File: config.mk
export PLATFORM = sky130hd
export DESIGN_NAME = stream_pattern_match
export DESIGN_NICKNAME = d
export VERILOG_FILES = /design/src/rtl/stream_pattern_match.sv
export SDC_FILE = /design/constraint.sdc
export NUM_CORES = 1
export LEC_CHECK = 0
export CORE_ASPECT_RATIO = 0.75
export CORE_MARGIN = 5
export CORE_UTILIZATION = 30
export CTS_BUF_LIST = sky130_fd_sc_hd__clkbuf_4 sky130_fd_sc_hd__clkbuf_8
export DETAILED_ROUTE_END_ITERATION = 8
export SLEW_MARGIN = 25
export SYNTH_ARGS = -nofsm -noshare
export SYNTH_HDL_FRONTEND = slang
export SYNTH_SLANG_ARGS = --single-unit
File: constraint.sdc
create_clock -name clk -period 2.55 [get_ports clk]
set_clock_uncertainty 0.15 [all_clocks]
set_input_delay 0.765 -clock clk [delete_from_list [all_inputs] [get_ports clk]]
set_output_delay 0.765 -clock clk [all_outputs]
set_load 0.02 [all_outputs]
File: src/rtl/stream_pattern_match.sv
// stream_pattern_match
//
// Serial bit-stream pattern detector. Incoming bits shift into a PAT_W-bit
// window; once the window holds PAT_W valid bits, it is compared against a
// programmable pattern under a per-bit compare mask. A hit produces a
// one-cycle match pulse one clock later, records the stream index of the
// bit that completed the match, and bumps a saturating match counter.
//
// Ports
//   clk          in   1      clock, all state updates on the rising edge
//   rst_n        in   1      synchronous active-low reset
//   cfg_we       in   1      load cfg_pat/cfg_mask/cfg_overlap, clear stream state
//   cfg_pat      in   PAT_W  pattern, bit PAT_W-1 is the first-received bit
//   cfg_mask     in   PAT_W  per-bit compare enable (1 = compared, 0 = don't-care)
//   cfg_overlap  in   1      1 = overlapping matches, 0 = non-overlapping
//   clr          in   1      clear window, fill, position and match counters
//   in_valid     in   1      in_bit is accepted on this cycle
//   in_bit       in   1      serial stream bit
//   match        out  1      one-cycle pulse, the cycle after a hit
//   match_pos    out  POS_W  stream index of the last bit of the latest match
//   match_cnt    out  CNT_W  saturating match count
//   cnt_sat      out  1      sticky, set once match_cnt has saturated
//   armed        out  1      window holds PAT_W valid bits
//
// State table
//   state       | meaning
//   ST_EMPTY    | no valid bits in the window (fcnt = 0)
//   ST_FILLING  | window partially filled (0 < fcnt < PAT_W)
//   ST_ARMED    | window full, every accepted bit is a compare (fcnt = PAT_W)

module stream_pattern_match #(
    parameter int PAT_W = 4,
    parameter int POS_W = 8,
    parameter int CNT_W = 8
) (
    input  logic             clk,
    input  logic             rst_n,
    input  logic             cfg_we,
    input  logic [PAT_W-1:0] cfg_pat,
    input  logic [PAT_W-1:0] cfg_mask,
    input  logic             cfg_overlap,
    input  logic             clr,
    input  logic             in_valid,
    input  logic             in_bit,
    output logic             match,
    output logic [POS_W-1:0] match_pos,
    output logic [CNT_W-1:0] match_cnt,
    output logic             cnt_sat,
    output logic             armed
);

    localparam int FCNT_W = $clog2(PAT_W + 1);
    localparam logic [FCNT_W-1:0] FCNT_FULL = FCNT_W'(PAT_W);

    typedef enum logic [1:0] {
        ST_EMPTY   = 2'd0,
        ST_FILLING = 2'd1,
        ST_ARMED   = 2'd2
    } state_t;

    state_t             state,     state_nx;
    logic [PAT_W-1:0]   pat,       pat_nx;
    logic [PAT_W-1:0]   mask,      mask_nx;
    logic               overlap,   overlap_nx;
    logic [PAT_W-1:0]   win,       win_nx;
    logic [FCNT_W-1:0]  fcnt,      fcnt_nx;
    logic [POS_W-1:0]   pos,       pos_nx;
    logic               match_nx;
    logic [POS_W-1:0]   match_pos_nx;
    logic [CNT_W-1:0]   match_cnt_nx;
    logic               cnt_sat_nx;

    logic               accept;
    logic [PAT_W-1:0]   win_shift;
    logic [FCNT_W-1:0]  fcnt_inc;
    logic               hit;

    // Configuration and clear both take precedence over a presented bit,
    // so the bit on such a cycle never enters the window.
    always_comb begin
        accept    = in_valid & ~cfg_we & ~clr;
        win_shift = {win[PAT_W-2:0], in_bit};
        fcnt_inc  = (fcnt == FCNT_FULL) ? FCNT_FULL : fcnt + FCNT_W'(1);
        hit       = accept && (fcnt_inc == FCNT_FULL) &&
                    (((win_shift ^ pat) & mask) == '0);
    end

    always_comb begin
        state_nx     = state;
        pat_nx       = pat;
        mask_nx      = mask;
        overlap_nx   = overlap;
        win_nx       = win;
        fcnt_nx      = fcnt;
        pos_nx       = pos;
        match_nx     = 1'b0;
        match_pos_nx = match_pos;
        match_cnt_nx = match_cnt;
        cnt_sat_nx   = cnt_sat;

        if (cfg_we || clr) begin
            if (cfg_we) begin
                pat_nx     = cfg_pat;
                mask_nx    = cfg_mask;
                overlap_nx = cfg_overlap;
            end
            state_nx     = ST_EMPTY;
            win_nx       = '0;
            fcnt_nx      = '0;
            pos_nx       = '0;
            match_cnt_nx = '0;
            cnt_sat_nx   = 1'b0;
        end else if (accept) begin
            win_nx  = win_shift;
            fcnt_nx = fcnt_inc;
            pos_nx  = pos + POS_W'(1);

            case (state)
                ST_EMPTY,
                ST_FILLING: state_nx = (fcnt_inc == FCNT_FULL) ? ST_ARMED : ST_FILLING;
                ST_ARMED:   state_nx = ST_ARMED;
                default:    state_nx = ST_EMPTY;
            endcase

            if (hit) begin
                match_nx     = 1'b1;
                match_pos_nx = pos;
                if (&match_cnt) begin
                    cnt_sat_nx = 1'b1;
                end else begin
                    match_cnt_nx = match_cnt + CNT_W'(1);
                end
                // Non-overlapping mode: the next match must be built from
                // PAT_W fresh bits, so the fill count restarts.
                if (!overlap) begin
                    fcnt_nx  = '0;
                    state_nx = ST_EMPTY;
                end
            end
        end
    end

    always_ff @(posedge clk) begin
        if (!rst_n) begin
            state     <= ST_EMPTY;
            pat       <= '0;
            mask      <= '1;
            overlap   <= 1'b1;
            win       <= '0;
            fcnt      <= '0;
            pos       <= '0;
            match     <= 1'b0;
            match_pos <= '0;
            match_cnt <= '0;
            cnt_sat   <= 1'b0;
        end else begin
            state     <= state_nx;
            pat       <= pat_nx;
            mask      <= mask_nx;
            overlap   <= overlap_nx;
            win       <= win_nx;
            fcnt      <= fcnt_nx;
            pos       <= pos_nx;
            match     <= match_nx;
            match_pos <= match_pos_nx;
            match_cnt <= match_cnt_nx;
            cnt_sat   <= cnt_sat_nx;
        end
    end

    assign armed = (state == ST_ARMED);

endmodule

* Word-level counts from Yosys, hierarchy flattened
Index checks and enable logic that the tools add are counted.
** Word-level totals
- Bits in registers :: 43
- Latch bits :: 0
- Memory bits (writable) :: 0
- Bits in read-only memories :: 0
- Input port bits :: 15
- Output and inout bits :: 19
- Logic and storage cells :: 49
- Memories :: 0
** Operators by class
- $add $sub $neg :: 3
- Multiply operators :: 0
- Div/mod/pow operators :: 0
- Order comparisons :: 0
- Equality and inequality tests :: 4
- Shifts and indexed selects :: 0
- Mux-type cells :: 8
- Bitwise gates (word level) :: 10
- Reduce and logical (&&, ||, !) cells :: 13
** Operators with widths (number)
- adder 8 x 1 -> 8 bit (second input constant) :: 2
- AND reduction 10 bit :: 1
- two-way mux 3 bit :: 3
- AND reduction 8 bit :: 1
- equality test 3 bit (second input constant) :: 2
- two-way mux 2 bit :: 3
- inverter 1 bit :: 6
- AND reduction 3 bit :: 2
- AND 4 bit :: 1
- logical NOT 4 bit :: 1
- case mux 2 bit (2 select lines) :: 1
- OR reduction 2 bit :: 2
- XOR 4 bit :: 1
- adder 3 x 1 -> 3 bit (second input constant) :: 1
- OR reduction 3 bit :: 1
- AND 1 bit :: 2
- equality test 2 x 1 -> 1 bit (second input constant) :: 1
- equality test 2 bit (second input constant) :: 1
- logical AND 1 bit :: 2
- logical NOT 2 bit :: 1
- AND reduction 2 bit :: 1
- logical OR 1 bit :: 1
- two-way mux 1 bit :: 1

* Longest topological paths before layout
- Depth in word-level cells :: 7
- Mapped depth :: 9
- Depth with buffers taken out :: 7

* Least setup slack after synthesis
No wires, ideal clock.
- Path type :: input port to flip-flop
- Start point :: input port in_valid
- End point :: register match_cnt[1]
- Library setup time :: 0.126 ns
- Data arrival time :: 2.078 ns
- Data required time :: 2.274 ns
- Slack :: 0.196 ns
- Stages on the path :: 8
- Buffers on the path :: 3
- Cells stage by stage :: buf_4 -> or3b_1 -> a21oi_2 -> nand3_2 -> buf_2 -> buf_1 -> o21ai_1 -> a21oi_1
** Between the ends
- Word-level cells in the longest chain between the ends :: 5
** RTL lines
- from (decl) :: RTL line 43 : input logic in_valid,
- AND 1 bit * (2 in series) :: RTL line 81 : accept = in_valid & ~cfg_we & ~clr;
- logical AND 1 bit (2 in series) :: RTL line 84 : hit = accept && (fcnt_inc == FCNT_FULL) &&
- AND reduction 3 bit (no line) *
- to (signal assigned) :: RTL line 166 : match_cnt <= match_cnt_nx;
- to (decl) :: RTL line 47 : output logic [CNT_W-1:0] match_cnt,
Every way passes the cells marked *; elsewhere a longest branch is shown, timed or not.
A chain may end at the register's enable or synchronous reset.

* Worst setup path in the final report
- Start point :: input port in_valid
- End point :: register match_cnt[7]
Same word-level chain as after synthesis.

==> results.json <==
{
  "crit_path_end": "match_cnt[7]",
  "status": "finished clean",
  "rows": 24,
  "worst_pin_slew_ps": 732,
  "ys_seq_elements": 43,
  "syn_to_final_growth_pct": 36.1,
  "multi_input_area_um2": 990,
  "wl_per_cell_um": 13.2,
  "synthCells": 199,
  "firstDrtPassIters": 4,
  "insertion_delay_ps": 290,
  "yosysSeqAreaShare": 0.466,
  "ff_latch_area_um2": 861,
  "synth_ff_type": "dfxtp_1",
  "start_util": 0.314,
  "cp.required_ps": 2630,
  "synth_area_leader_cell": "dfxtp_1",
  "htree_levels": 2,
  "rsz0062_at_grt": "yes",
  "cp-startpoint": "in_valid",
  "finalCritPeriodShare": 0.994,
  "cp_max_fo": 5,
  "synth_area_leaders": "dfxtp_1 47%, nand2_1 5.5%, mux2i_1 5.4%",
  "min_from": "match_pos[6]",
  "place.gp.congestion": 0.783,
  "cts_buffers": 5,
  "dpl_cell_area_um2": 2320,
  "fp.dieH_um": 78.0,
  "vias": 1553,
  "synth_cell_types": 40,
  "critPathBufInv": 1,
  "cts_tree": "yes",
  "clkSlewWorstSetupHoldPaths_ps": 80,
  "critical-path-top-delay-family": "simple AND/OR/NAND/NOR gates",
  "cp.depth": 6,
  "antenna_found_initial": 0,
  "hold-path-cell-count": 2,
  "core_area_um2": 5890,
  "grt_pass1_wl_um": 6660,
  "io_buffers": 33,
  "slew_headroom": 0.510,
  "num-fill-cells": 594,
  "whs_ps": 309,
  "hold_violations": 0,
  "drive_above_1_share": 0.159,
  "clk_root_buffer_cell": "clkbuf_8",
  "setup_tns_ps": 0,
  "crit_type": "in2reg",
  "cpPeakStageDelay_ps": 510,
  "antenna_cells": 0,
  "r2r_slack_ps": 290,
  "avgSynthCellArea_um2": 9.29,
  "cp.arrival_ps": 2610,
  "cts_sinks": 43,
  "drv_slew": 0,
  "synthesis.nets": 218,
  "syn_area_um2": 1850,
  "p_per_area_nw_per_um2": 486,
  "timing.final.crit_period_ps": 2530,
  "fin_nets": 264,
  "ir_worst_vdd_mv": 0.230,
  "synth_commonest_cells": "43 x dfxtp_1, 27 x nand2_1, 14 x nor2_1",
  "yosysMostFrequentCell": "dfxtp_1",
  "worst_path_max_delay_cell": "or4_1",
  "start_kind": "input pin",
  "rr_startpoint": "fcnt[0]",
  "max_freq_mhz": 394,
  "drc": 0,
  "first_global_vias": 1459,
  "dieArea_um2": 7850,
  "drt_iter0_drc": 49,
  "die_w_um": 101,
  "synth_top_area_frac": 0.466,
  "overflow": 0,
  "ys_async_sr_fraction": 0,
  "rr_worst_depth": 7,
  "timing.rr.end": "match_cnt[7]",
  "worstSetupEndpointType": "flip-flop",
  "path_cells": "clkdlybuf4s50_1 -> or3b_4 -> a21oi_4 -> nand3_4 -> or4_1 -> a21oi_2",
  "wirelength_um": 4250,
  "route.detailed.vias_per_inst": 4.81,
  "grt_max_degree": 19,
  "synth_warnings": 0,
  "hpwl_um": 3000,
  "cts_max_path_buffers": 2,
  "io_pins": 34,
  "finalInstanceArea_um2": 2510,
  "drv_cap": 0,
  "synth_edf_count": 0,
  "grt.total_usage": 0.103,
  "p_leak_nw": 0.921,
  "finalSetupViolations": 0,
  "ant_nets": 0,
  "hold_path.class": "reg2reg"
}
-- worst min-delay path by stage --
stage | to | slack (ps)
3_5_place_dp | match_pos[1] | 300
4_1_cts | match_pos[0] | 320
2_1_floorplan | mask[1] | 290
5_1_grt | match_pos[6] | 340
6_report | match_pos[6] | 310
3_3_place_gp | match_pos[0] | 300
-- flip-flops by register name, summed over array words and instances (netlist names) --
name,cells
match_cnt,8
state,2
pos,8
win,3
fcnt,3
cnt_sat,1
overlap,1
match,1
pat,4
match_pos,8
mask,4
-- area by class of cell --
class	instances	area share
clock buffers	6	0.0328
clock inverters	1	0.00199
inverters	5	0.00746
multi-input cells	141	0.394
flip-flops and latches	43	0.342
well taps	78	0.0388
repair buffers	49	0.183
-- worst min-delay path: stages, from the launching register on --
cell,delay [ps]
dfxtp_1,320
nand2_1,50
a21boi_1,50
-- through the flow --
step / utilization / cells / setup slack [ps] / power (mW)
finish: 0.427 / 323 / 15.1 / 1.22
detailed placement: 0.394 / 311 / -372 / 0.798
CTS: 0.411 / 318 / 8.13 / 1.24
global route: 0.427 / 323 / -44.6 / 1.28
global placement: 0.394 / 311 / -321 / 0.798
floorplan: - / 199 / 196 / 0.753
-- placed cells by master (no fill, tap or decap), types with 7 or more instances in the layout --
cell,count
nor2_1,14
mux2i_1,10
clkdlybuf4s50_1,32
nand2_1,27
buf_4,15
dfxtp_1,43
a21boi_1,7
xor2_1,10
-- per-layer routing --
metal,GRT usage,share of wire,vias up
li1,-,-,802
met1,0.138,0.49,704
met2,0.156,0.44,37
met3,0.0349,0.052,10
met4,0.0310,0.015,0
met5,0,0,-
-- cell families (layout without fill, tap and decap cells) --
family                     Yosys count  in the layout  synth area share
adders and majority gates            4              4            0.0271
and+or+nand+nor                     76             77             0.213
xor gates and xnor gates            11             11            0.0521
muxes                               10             10            0.0542
AOI/OAI and AO/OA                   39             39             0.152
DFF                                 43             43             0.466
buffers and inverters               16             61            0.0359
-- what timing repair did --
item	CTS	global route
resized for setup	2	12
endpoints found under the setup margin	5	6
hold buffers	0	0
gates cloned	0	1
setup buffers	0	4
pin swaps	0	5
-- power by group --
part | internal, mW | total (mW) | switching, mW
Sequential | 0.683 | 0.692 | 0.00908
Clock | 0.213 | 0.435 | 0.222
Combinational | 0.0532 | 0.0961 | 0.0429
Total | 0.949 | 1.22 | 0.274
Note: power is estimated with default switching activity, not from simulation.
